==> src/rtl/regfile_rename_if.sv <==
// Decoder/ROB-facing bundle of the renamed register file: read ports, issue, commit and flush.
interface regfile_rename_if #(
  parameter int unsigned XLEN = 32,
  parameter int unsigned NREG = 32,
  parameter int unsigned ROBW = 4,
  parameter int unsigned NRD  = 2,
  parameter int unsigned NCM  = 2
);
  localparam int unsigned RW = $clog2(NREG);

  logic                 rdy;
  logic [NRD*RW-1:0]    rd_reg;
  logic [NRD*XLEN-1:0]  rd_value;
  logic [NRD*ROBW-1:0]  rd_rob;
  logic [NRD-1:0]       rd_busy;
  logic                 iss_valid;
  logic [RW-1:0]        iss_reg;
  logic [ROBW-1:0]      iss_rob;
  logic [NCM-1:0]       cm_valid;
  logic [NCM*RW-1:0]    cm_reg;
  logic [NCM*ROBW-1:0]  cm_rob;
  logic [NCM*XLEN-1:0]  cm_value;
  logic                 flush;

  modport master (
    output rdy, rd_reg, iss_valid, iss_reg, iss_rob,
           cm_valid, cm_reg, cm_rob, cm_value, flush,
    input  rd_value, rd_rob, rd_busy
  );

  modport slave (
    input  rdy, rd_reg, iss_valid, iss_reg, iss_rob,
           cm_valid, cm_reg, cm_rob, cm_value, flush,
    output rd_value, rd_rob, rd_busy
  );
endinterface

==> src/rtl/regfile_rename.sv <==
// Architectural register file with a rename table (RAT); combinational reads with
// same-cycle commit bypass, one rename per cycle, NCM commits per cycle, flush.
module regfile_rename #(
  parameter int unsigned XLEN = 32,
  parameter int unsigned NREG = 32,
  parameter int unsigned ROBW = 4,
  parameter int unsigned NRD  = 2,
  parameter int unsigned NCM  = 2
) (
  input logic             clk,
  input logic             rst,
  regfile_rename_if.slave bus
);
  localparam int unsigned RW = $clog2(NREG);

  logic [XLEN-1:0] values_q [NREG];
  logic [XLEN-1:0] values_n [NREG];
  logic            busy_q   [NREG];
  logic            busy_n   [NREG];
  logic [ROBW-1:0] rename_q [NREG];
  logic [ROBW-1:0] rename_n [NREG];

  logic [NRD*XLEN-1:0] rd_value_c;
  logic [NRD*ROBW-1:0] rd_rob_c;
  logic [NRD-1:0]      rd_busy_c;
  logic [RW-1:0]       rd_idx;
  logic [XLEN-1:0]     rd_val;
  logic [ROBW-1:0]     rd_tag;
  logic                rd_bsy;
  logic [RW-1:0]       cm_idx;

  // Read ports: state before this cycle's issue, plus bypass from a matching commit.
  always_comb begin
    rd_value_c = '0;
    rd_rob_c   = '0;
    rd_busy_c  = '0;
    rd_idx     = '0;
    rd_val     = '0;
    rd_tag     = '0;
    rd_bsy     = 1'b0;
    for (int p = 0; p < NRD; p++) begin
      rd_idx = bus.rd_reg[p*RW +: RW];
      rd_val = '0;
      rd_tag = '0;
      rd_bsy = 1'b0;
      if (rd_idx != '0) begin
        rd_val = values_q[rd_idx];
        rd_tag = rename_q[rd_idx];
        rd_bsy = busy_q[rd_idx];
        if (busy_q[rd_idx]) begin
          // Ascending scan so the youngest matching commit port wins.
          for (int k = 0; k < NCM; k++) begin
            if (bus.cm_valid[k] && bus.cm_reg[k*RW +: RW] == rd_idx &&
                bus.cm_rob[k*ROBW +: ROBW] == rename_q[rd_idx]) begin
              rd_bsy = 1'b0;
              rd_val = bus.cm_value[k*XLEN +: XLEN];
            end
          end
        end
      end
      rd_value_c[p*XLEN +: XLEN] = rd_val;
      rd_rob_c[p*ROBW +: ROBW]   = rd_tag;
      rd_busy_c[p]               = rd_bsy;
    end
  end

  assign bus.rd_value = rd_value_c;
  assign bus.rd_rob   = rd_rob_c;
  assign bus.rd_busy  = rd_busy_c;

  // Next state: commits, then issue, then flush; later steps override earlier ones.
  always_comb begin
    values_n = values_q;
    busy_n   = busy_q;
    rename_n = rename_q;
    cm_idx   = '0;
    if (bus.rdy) begin
      for (int k = 0; k < NCM; k++) begin
        cm_idx = bus.cm_reg[k*RW +: RW];
        if (bus.cm_valid[k] && cm_idx != '0) begin
          values_n[cm_idx] = bus.cm_value[k*XLEN +: XLEN];
          if (bus.cm_rob[k*ROBW +: ROBW] == rename_q[cm_idx]) busy_n[cm_idx] = 1'b0;
        end
      end
      if (bus.iss_valid && bus.iss_reg != '0) begin
        busy_n[bus.iss_reg]   = 1'b1;
        rename_n[bus.iss_reg] = bus.iss_rob;
      end
      if (bus.flush) begin
        for (int r = 0; r < NREG; r++) begin
          busy_n[r]   = 1'b0;
          rename_n[r] = '0;
        end
      end
    end
  end

  always_ff @(posedge clk or negedge rst) begin
    if (!rst) begin
      values_q <= '{default: '0};
      busy_q   <= '{default: 1'b0};
      rename_q <= '{default: '0};
    end else begin
      values_q <= values_n;
      busy_q   <= busy_n;
      rename_q <= rename_n;
    end
  end
endmodule
==> src/flat_wrapper.sv <==
// flat-port wrapper written by rule: the top's interface ports become plain ports
module regfile_rename_flat 
#(
  parameter int unsigned XLEN = 32,
  parameter int unsigned NREG = 32,
  parameter int unsigned ROBW = 4,
  parameter int unsigned NRD  = 2,
  parameter int unsigned NCM  = 2
)
  (clk, rst, bus_rdy, bus_rd_reg, bus_iss_valid, bus_iss_reg, bus_iss_rob, bus_cm_valid, bus_cm_reg, bus_cm_rob, bus_cm_value, bus_flush, bus_rd_value, bus_rd_rob, bus_rd_busy);
  regfile_rename_if #(.XLEN(XLEN), .NREG(NREG), .ROBW(ROBW), .NRD(NRD), .NCM(NCM)) bus_i ();
  input logic clk;
  input logic rst;
  input wire logic [$bits(bus_i.rdy)-1:0] bus_rdy;
  input wire logic [$bits(bus_i.rd_reg)-1:0] bus_rd_reg;
  input wire logic [$bits(bus_i.iss_valid)-1:0] bus_iss_valid;
  input wire logic [$bits(bus_i.iss_reg)-1:0] bus_iss_reg;
  input wire logic [$bits(bus_i.iss_rob)-1:0] bus_iss_rob;
  input wire logic [$bits(bus_i.cm_valid)-1:0] bus_cm_valid;
  input wire logic [$bits(bus_i.cm_reg)-1:0] bus_cm_reg;
  input wire logic [$bits(bus_i.cm_rob)-1:0] bus_cm_rob;
  input wire logic [$bits(bus_i.cm_value)-1:0] bus_cm_value;
  input wire logic [$bits(bus_i.flush)-1:0] bus_flush;
  output wire logic [$bits(bus_i.rd_value)-1:0] bus_rd_value;
  output wire logic [$bits(bus_i.rd_rob)-1:0] bus_rd_rob;
  output wire logic [$bits(bus_i.rd_busy)-1:0] bus_rd_busy;
  assign bus_i.rdy = bus_rdy;
  assign bus_i.rd_reg = bus_rd_reg;
  assign bus_i.iss_valid = bus_iss_valid;
  assign bus_i.iss_reg = bus_iss_reg;
  assign bus_i.iss_rob = bus_iss_rob;
  assign bus_i.cm_valid = bus_cm_valid;
  assign bus_i.cm_reg = bus_cm_reg;
  assign bus_i.cm_rob = bus_cm_rob;
  assign bus_i.cm_value = bus_cm_value;
  assign bus_i.flush = bus_flush;
  assign bus_rd_value = bus_i.rd_value;
  assign bus_rd_rob = bus_i.rd_rob;
  assign bus_rd_busy = bus_i.rd_busy;
  regfile_rename #(.XLEN(XLEN), .NREG(NREG), .ROBW(ROBW), .NRD(NRD), .NCM(NCM)) u_core (.clk(clk), .rst(rst), .bus(bus_i));
endmodule
==> config.mk <==
export PLATFORM = sky130hd
export DESIGN_NAME = regfile_rename_flat
export DESIGN_NICKNAME = d
export VERILOG_FILES = /design/src/rtl/regfile_rename_if.sv /design/src/rtl/regfile_rename.sv /design/src/flat_wrapper.sv
export SDC_FILE = /design/constraint.sdc
export NUM_CORES = 2
export LEC_CHECK = 0
export CORE_ASPECT_RATIO = 0.8
export CORE_MARGIN = 5
export CORE_UTILIZATION = 30
export CTS_CLUSTER_SIZE = 24
export DETAILED_ROUTE_END_ITERATION = 8
export PLACE_DENSITY_LB_ADDON = 0.15
export SETUP_SLACK_MARGIN = 0.3
export SYNTH_ARGS = -nofsm -noshare
export SYNTH_HDL_FRONTEND = slang
export SYNTH_SLANG_ARGS = --single-unit
==> constraint.sdc <==
create_clock -name clk -period 3.83 [get_ports clk]
set_input_delay 0.383 -clock clk [delete_from_list [all_inputs] [get_ports clk]]
set_output_delay 0.383 -clock clk [all_outputs]
set_load 0.005 [all_outputs]
Word level (Yosys, flattened, before mapping)
Cells that the tools add are included.
- bits of input ports: 108
- register bits: 1184
- output and inout bits: 74
- reduce and logical (&&, ||, !) cells: 21
- bitwise operators: 10
- magnitude comparators: 8
- multiplexer cells: 70
- equal/unequal tests: 10
- operators by type and width (operator ; count):
    $mux W1024 ; 3
    $bwmux W1024 ; 2
    $mux W32 ; 22
    $bmux W32 S5 ; 2
    $demux W32 S5 ; 2
    $mux W128 ; 2
    $bwmux W128 ; 1
    $bmux W4 S5 ; 4
    $and A32 B32 Y32 ; 2
    $not A32 Y32 ; 2
    $mux W4 ; 11
    $or A32 B32 Y32 ; 1
    $ge A6 B6 Y1 const B ; 5
    $not A5 Y6 ; 5
    $reduce_bool A5 Y1 ; 5
    $eq A4 B4 Y1 ; 6
    $demux W4 S5 ; 1
    $eq A5 B5 Y1 ; 4
    $lt A6 B1 Y1 const B ; 3
    $demux W1 S5 ; 3
    $mux W1 ; 15
    $logic_and A1 B1 Y1 ; 14
    $bmux W1 S5 ; 2
    $reduce_and A2 Y1 ; 1
    $reduce_bool A2 Y1 ; 1

Longest topological paths before layout
- depth in word-level cells: 17
- gate-level depth with buffers: 14

Least setup slack after synthesis
Ideal clock, no wire load.
- path kind: input port to output port
- start: input bus_rd_reg[0]
- end: output bus_rd_value[13]
- cell stages on the path: 10
- setup slack: 0.120 ns
- arrival: 3.327 ns
- cells stage by stage: buf_2 -> buf_2 -> buf_2 -> buf_2 -> buf_1 -> mux4_2 -> mux4_2 -> mux2i_1 -> mux2i_1 -> o221a_1
- cells in the longest elaborated chain, start to end: 10
- RTL lines (what ; line ; RTL):
    start, declared ; flat_wrapper.sv:15 ; input wire logic [$bits(bus_i.rd_reg)-1:0] bus_rd_reg;
    $not A5 Y6 (implied by the code) ; regfile_rename.sv:47, regfile_rename.sv:50, regfile_rename.sv:54 ;
    $bmux W4 S5 ; regfile_rename.sv:54 ; bus.cm_rob[k*ROBW +: ROBW] == rename_q[rd_idx]) begin
    $mux W4 (implied by the code) (2 in a row) ; regfile_rename.sv:54 ;
    $eq A4 B4 Y1 ; regfile_rename.sv:54 ;
    $logic_and A1 B1 Y1 ; regfile_rename.sv:53 ; if (bus.cm_valid[k] && bus.cm_reg[k*RW +: RW] == rd_idx &&
    $mux W32 (2 in a row) ; regfile_rename.sv:53 ;
    $mux W32 ; regfile_rename.sv:50 ; if (busy_q[rd_idx]) begin
    $mux W32 (*) ; regfile_rename.sv:46 ; if (rd_idx != '0) begin
    end, declared ; flat_wrapper.sv:24 ; output wire logic [$bits(bus_i.rd_value)-1:0] bus_rd_value;
Every way passes the cells marked *; elsewhere a longest branch is shown, timed or not. The select of a mux whose other input is x is not followed.

Worst setup path in the final report
- start: register u_core.rename_q[1] (netlist bit)
- end: output bus_rd_value[4]
- cells in the longest elaborated chain, start to end: 9
- RTL lines (what ; line ; RTL):
    start, declared ; regfile_rename.sv:20 ; logic [ROBW-1:0] rename_q [NREG];
    start signal, assigned ; regfile_rename.sv:106 ; rename_q <= rename_n;
    $bmux W4 S5 (*) ; regfile_rename.sv:54 ;
    $mux W4 (implied by the code) (*) (2 in a row) ; regfile_rename.sv:54 ;
    $eq A4 B4 Y1 ; regfile_rename.sv:54 ;
    $logic_and A1 B1 Y1 ; regfile_rename.sv:53 ;
    $mux W32 ; regfile_rename.sv:53 ;
    $mux W32 (*) ; regfile_rename.sv:53 ;
    $mux W32 (*) ; regfile_rename.sv:50 ;
    $mux W32 (*) ; regfile_rename.sv:46 ;
Marks and branches as above.

==> impl_metrics.env <==
export IMPL_synth_cell_area_um2=75200
export IMPL_yosysWarnings=0
export IMPL_initialDrtViolationCount=10722
export IMPL_placeableCoreArea_um2=250000
export IMPL_worstMarginPinSlew_ns=1.15
export IMPL_cts_path_max_buffers=4
export IMPL_timing_final_ws_setup_ns=-0.996
export IMPL_grt_setup_unrepaired="yes"
export IMPL_met2RoutedLength_um=170000
export IMPL_run_status="finished with violations"
export IMPL_design_power_total_w=0.0466
export IMPL_wire_length_of_the_first_global_routing_pass_um=570000
export IMPL_grt_start_max_net_pins=156
export IMPL_route_final_wire_length_um=412000
export IMPL_routedWlPerCell_um=37.8
export IMPL_cts_root_buffer="clkbuf_16"
export IMPL_sequential_cell_area_um2=29600
export IMPL_synthesis_nets=7519
export IMPL_floorplan_die_area_um2=261000
export IMPL_path_clk_slew_ns=0.06
export IMPL_synthesis_instances=7411
export IMPL_gpl_final_weighted_congestion=0.965
export IMPL_area_delta_synth_final_pct=19.5
export IMPL_tritoncts_num_buffers=152
export IMPL_start_util_pct=30.1
export IMPL_vdd_ir_drop_max_uv=335
export IMPL_clock_latency_ns=0.83
export IMPL_timing_max_transition_violations_final=0
export IMPL_ioPinCount=182
export IMPL_cp_max_fo=5
export IMPL_worstPathArrival_ns=4.44
export IMPL_hpwlAfterDp_um=238000
export IMPL_most_used_flip_flop_cell_after_synthesis="dfrtp_1"
export IMPL_timing_final_crit_period_ns=4.83
export IMPL_cp_required_ns=3.45
export IMPL_number_of_sinks_on_the_clock_net=1184
export IMPL_number_of_antenna_violations_at_the_first_check_in_global_routing=22
export IMPL_final_hold_worst_slack_ns=0.160
export IMPL_async_flop_share_pct=100
export IMPL_p_leak_nw=35.8
export IMPL_multiInputGateArea_um2=42400
export IMPL_antenna_violating_nets_post_route=0
export IMPL_uppermost_layer_routed="met5"
export IMPL_synth_edff_count=0
export IMPL_yosys_area_top_type_share_pct=39.4
export IMPL_yosysTopAreaCell="dfrtp_1"
export IMPL_violations="negative setup slack"
export IMPL_syn_area_per_cell_um2=10.2
export IMPL_fp_dieW_um=570
export IMPL_synth_top_cells_by_area="dfrtp_1 (39%), mux4_2 (22%), o22ai_1 (7.9%)"
export IMPL_gr_total_overflow=0
export IMPL_nNetsFinal=7559
export IMPL_layout_worst_path_cycle_share_pct=126
export IMPL_fin_worst_skew_ns=0.0391
export IMPL_drt_drc_violations_left=0
export IMPL_max_cap_violations=0
export IMPL_buffer_ports_inserted=181
export IMPL_ys_top_cells_by_count="dfrtp_1 (1,184), nor2_1 (1,125), o22ai_1 (951)"
export IMPL_worst_setup_path_start_kind="register"
export IMPL_synth_seq_area_share_pct=39.4
export IMPL_number_of_global_route_vias_before_repair=69505
export IMPL_cts_tree="built"
export IMPL_timing_worst_setup_path_type="reg -> out"
export IMPL_timing_hold_violations_final=0
export IMPL_maxClockFrequency_ghz=0.207
export IMPL_finalSetupViolCount=66
export IMPL_filler_cell_count=24749
export IMPL_share_of_final_layout_standard_cells_stronger_than_drive_strength_1_pct=26.0
export IMPL_power_density_nw_per_um2=518
export IMPL_total_number_of_placement_rows=164
export IMPL_ys_types=62
export IMPL_grt_util_all_layers_pct=30.5
export IMPL_slew_limit_headroom_pct=23.2
export IMPL_worst_hold_path_type="in -> async"
export IMPL_detailroute_wirelength_met3_um=51900
export IMPL_avgViaCountPerCell=6.63
export IMPL_vias_after_detailed_routing=72189
export IMPL_detail_route_first_pass_iterations=8
export IMPL_die_y_um=458
export IMPL_wire_length_on_met1_um=166000
export IMPL_cts_htree_levels=4
export IMPL_synthMostInstantiatedCell="dfrtp_1"
export IMPL_postSynthRegisterBits=1184
export IMPL_critical_path_capture_point_type="output port"
-- cell usage in the layout (no fill, tap or decap), types with 100 or more instances in the layout --
master / synthesis / final
a21oi_1: 940 / 937
a22oi_1: 102 / 100
buf_12: 0 / 144
buf_4: 6 / 527
clkbuf_16: 0 / 156
dfrtp_1: 1184 / 1176
mux2i_1: 253 / 250
mux4_2: 748 / 748
nand2_1: 334 / 280
nor2_1: 1125 / 1092
o21ai_0: 114 / 113
o22ai_1: 951 / 943
o2bb2ai_1: 117 / 117
-- report_power, final --
group,switching [W],internal [W]
Sequential,0.00250,0.0156
Clock,0.00610,0.00869
Combinational,0.00671,0.00702
-- sequential cells by signal, indices dropped and copies added, names as in the netlist --
| signal | flops |
|---|---|
| u_core.busy_q | 32 |
| u_core.rename_q | 128 |
| u_core.values_q | 1024 |
-- layout make-up --
| class | instances | area share [%] |
|---|---|---|
| multi-input combinational | 5202 | 47.2 |
| antenna | 24 | 0.0668 |
| inverter | 46 | 0.200 |
| clock inverter | 31 | 0.462 |
| timing repair buffer | 865 | 9.57 |
| clock buffer | 222 | 4.96 |
| tap | 3320 | 4.62 |
| sequential | 1184 | 33.0 |
-- repair_timing --
action                                  CTS  global route
gates resized for setup                 331            18
endpoints found under the hold margin    66             0
endpoints found under the setup margin   72            70
hold buffers                              1             0
buffers inserted                         21             1
gates cloned                              3             1
pin swaps                                66             3
-- metal layers --
metal	vias to the layer above	global-route usage [%]
li1	28333	-
met1	37365	42.0
met2	5391	42.5
met3	1088	10.4
met4	12	14.8
met5	-	0.332
-- per-stage QoR --
step	TNS, ns	setup slack (ns)	instance area [um2]	cells	util [%]
after floorplan	0	0.307	75300	7411	-
after global placement	-46.80	-0.979	84600	10590	33.9
after detailed placement	-43.10	-0.932	84600	10590	33.9
after CTS	-57.65	-1.09	89800	10868	35.9
after global routing	-60.69	-1.08	89900	10873	36.0
final	-55.41	-0.996	89900	10894	36.0
-- critical path, stage by stage (launching register included) --
cell and delay, ns:
dfrtp_1 0.37, mux4_2 0.50, mux4_2 0.58, mux2i_4 0.19, xnor2_1 0.09, or4b_4 0.51
nor3_4 0.29, buf_6 0.17, nand2b_4 0.09, buf_12 0.16, buf_12 0.14, buf_12 0.13
o221a_1 0.24, buf_2 0.13
-- cell families (layout without fill, tap and decap cells) --
family / after synthesis / count (layout) / share of synthesized area (%)
XOR/XNOR: 35 / 35 / 0.407
flip-flops: 1184 / 1184 / 39.4
AND/OR/NAND/NOR: 1720 / 1720 / 9.47
AO/OA/AOI/OAI: 2410 / 2410 / 19.2
other: 0 / 24 / 0
multiplexers: 1037 / 1037 / 26.3
buffers and inverters: 1025 / 1164 / 5.22
-- worst paths after layout --
path                                      start              endpoint  slack, ns  cells after the start
max                          u_core.rename_q[1]       bus_rd_value[4]       -1.0                     13
min                                         rst  u_core.values_q[253]       0.16                      2
max reg2reg                  u_core.rename_q[0]      u_core.busy_q[8]       0.41                     13
min reg2reg                u_core.values_q[995]  u_core.values_q[995]       0.40                      0
max in group asynchronous                   rst  u_core.values_q[850]       2.39                      3
min in group clk                        bus_rdy     u_core.busy_q[11]       0.22                      4
No activity file was read; power rests on OpenSTA's default activity.
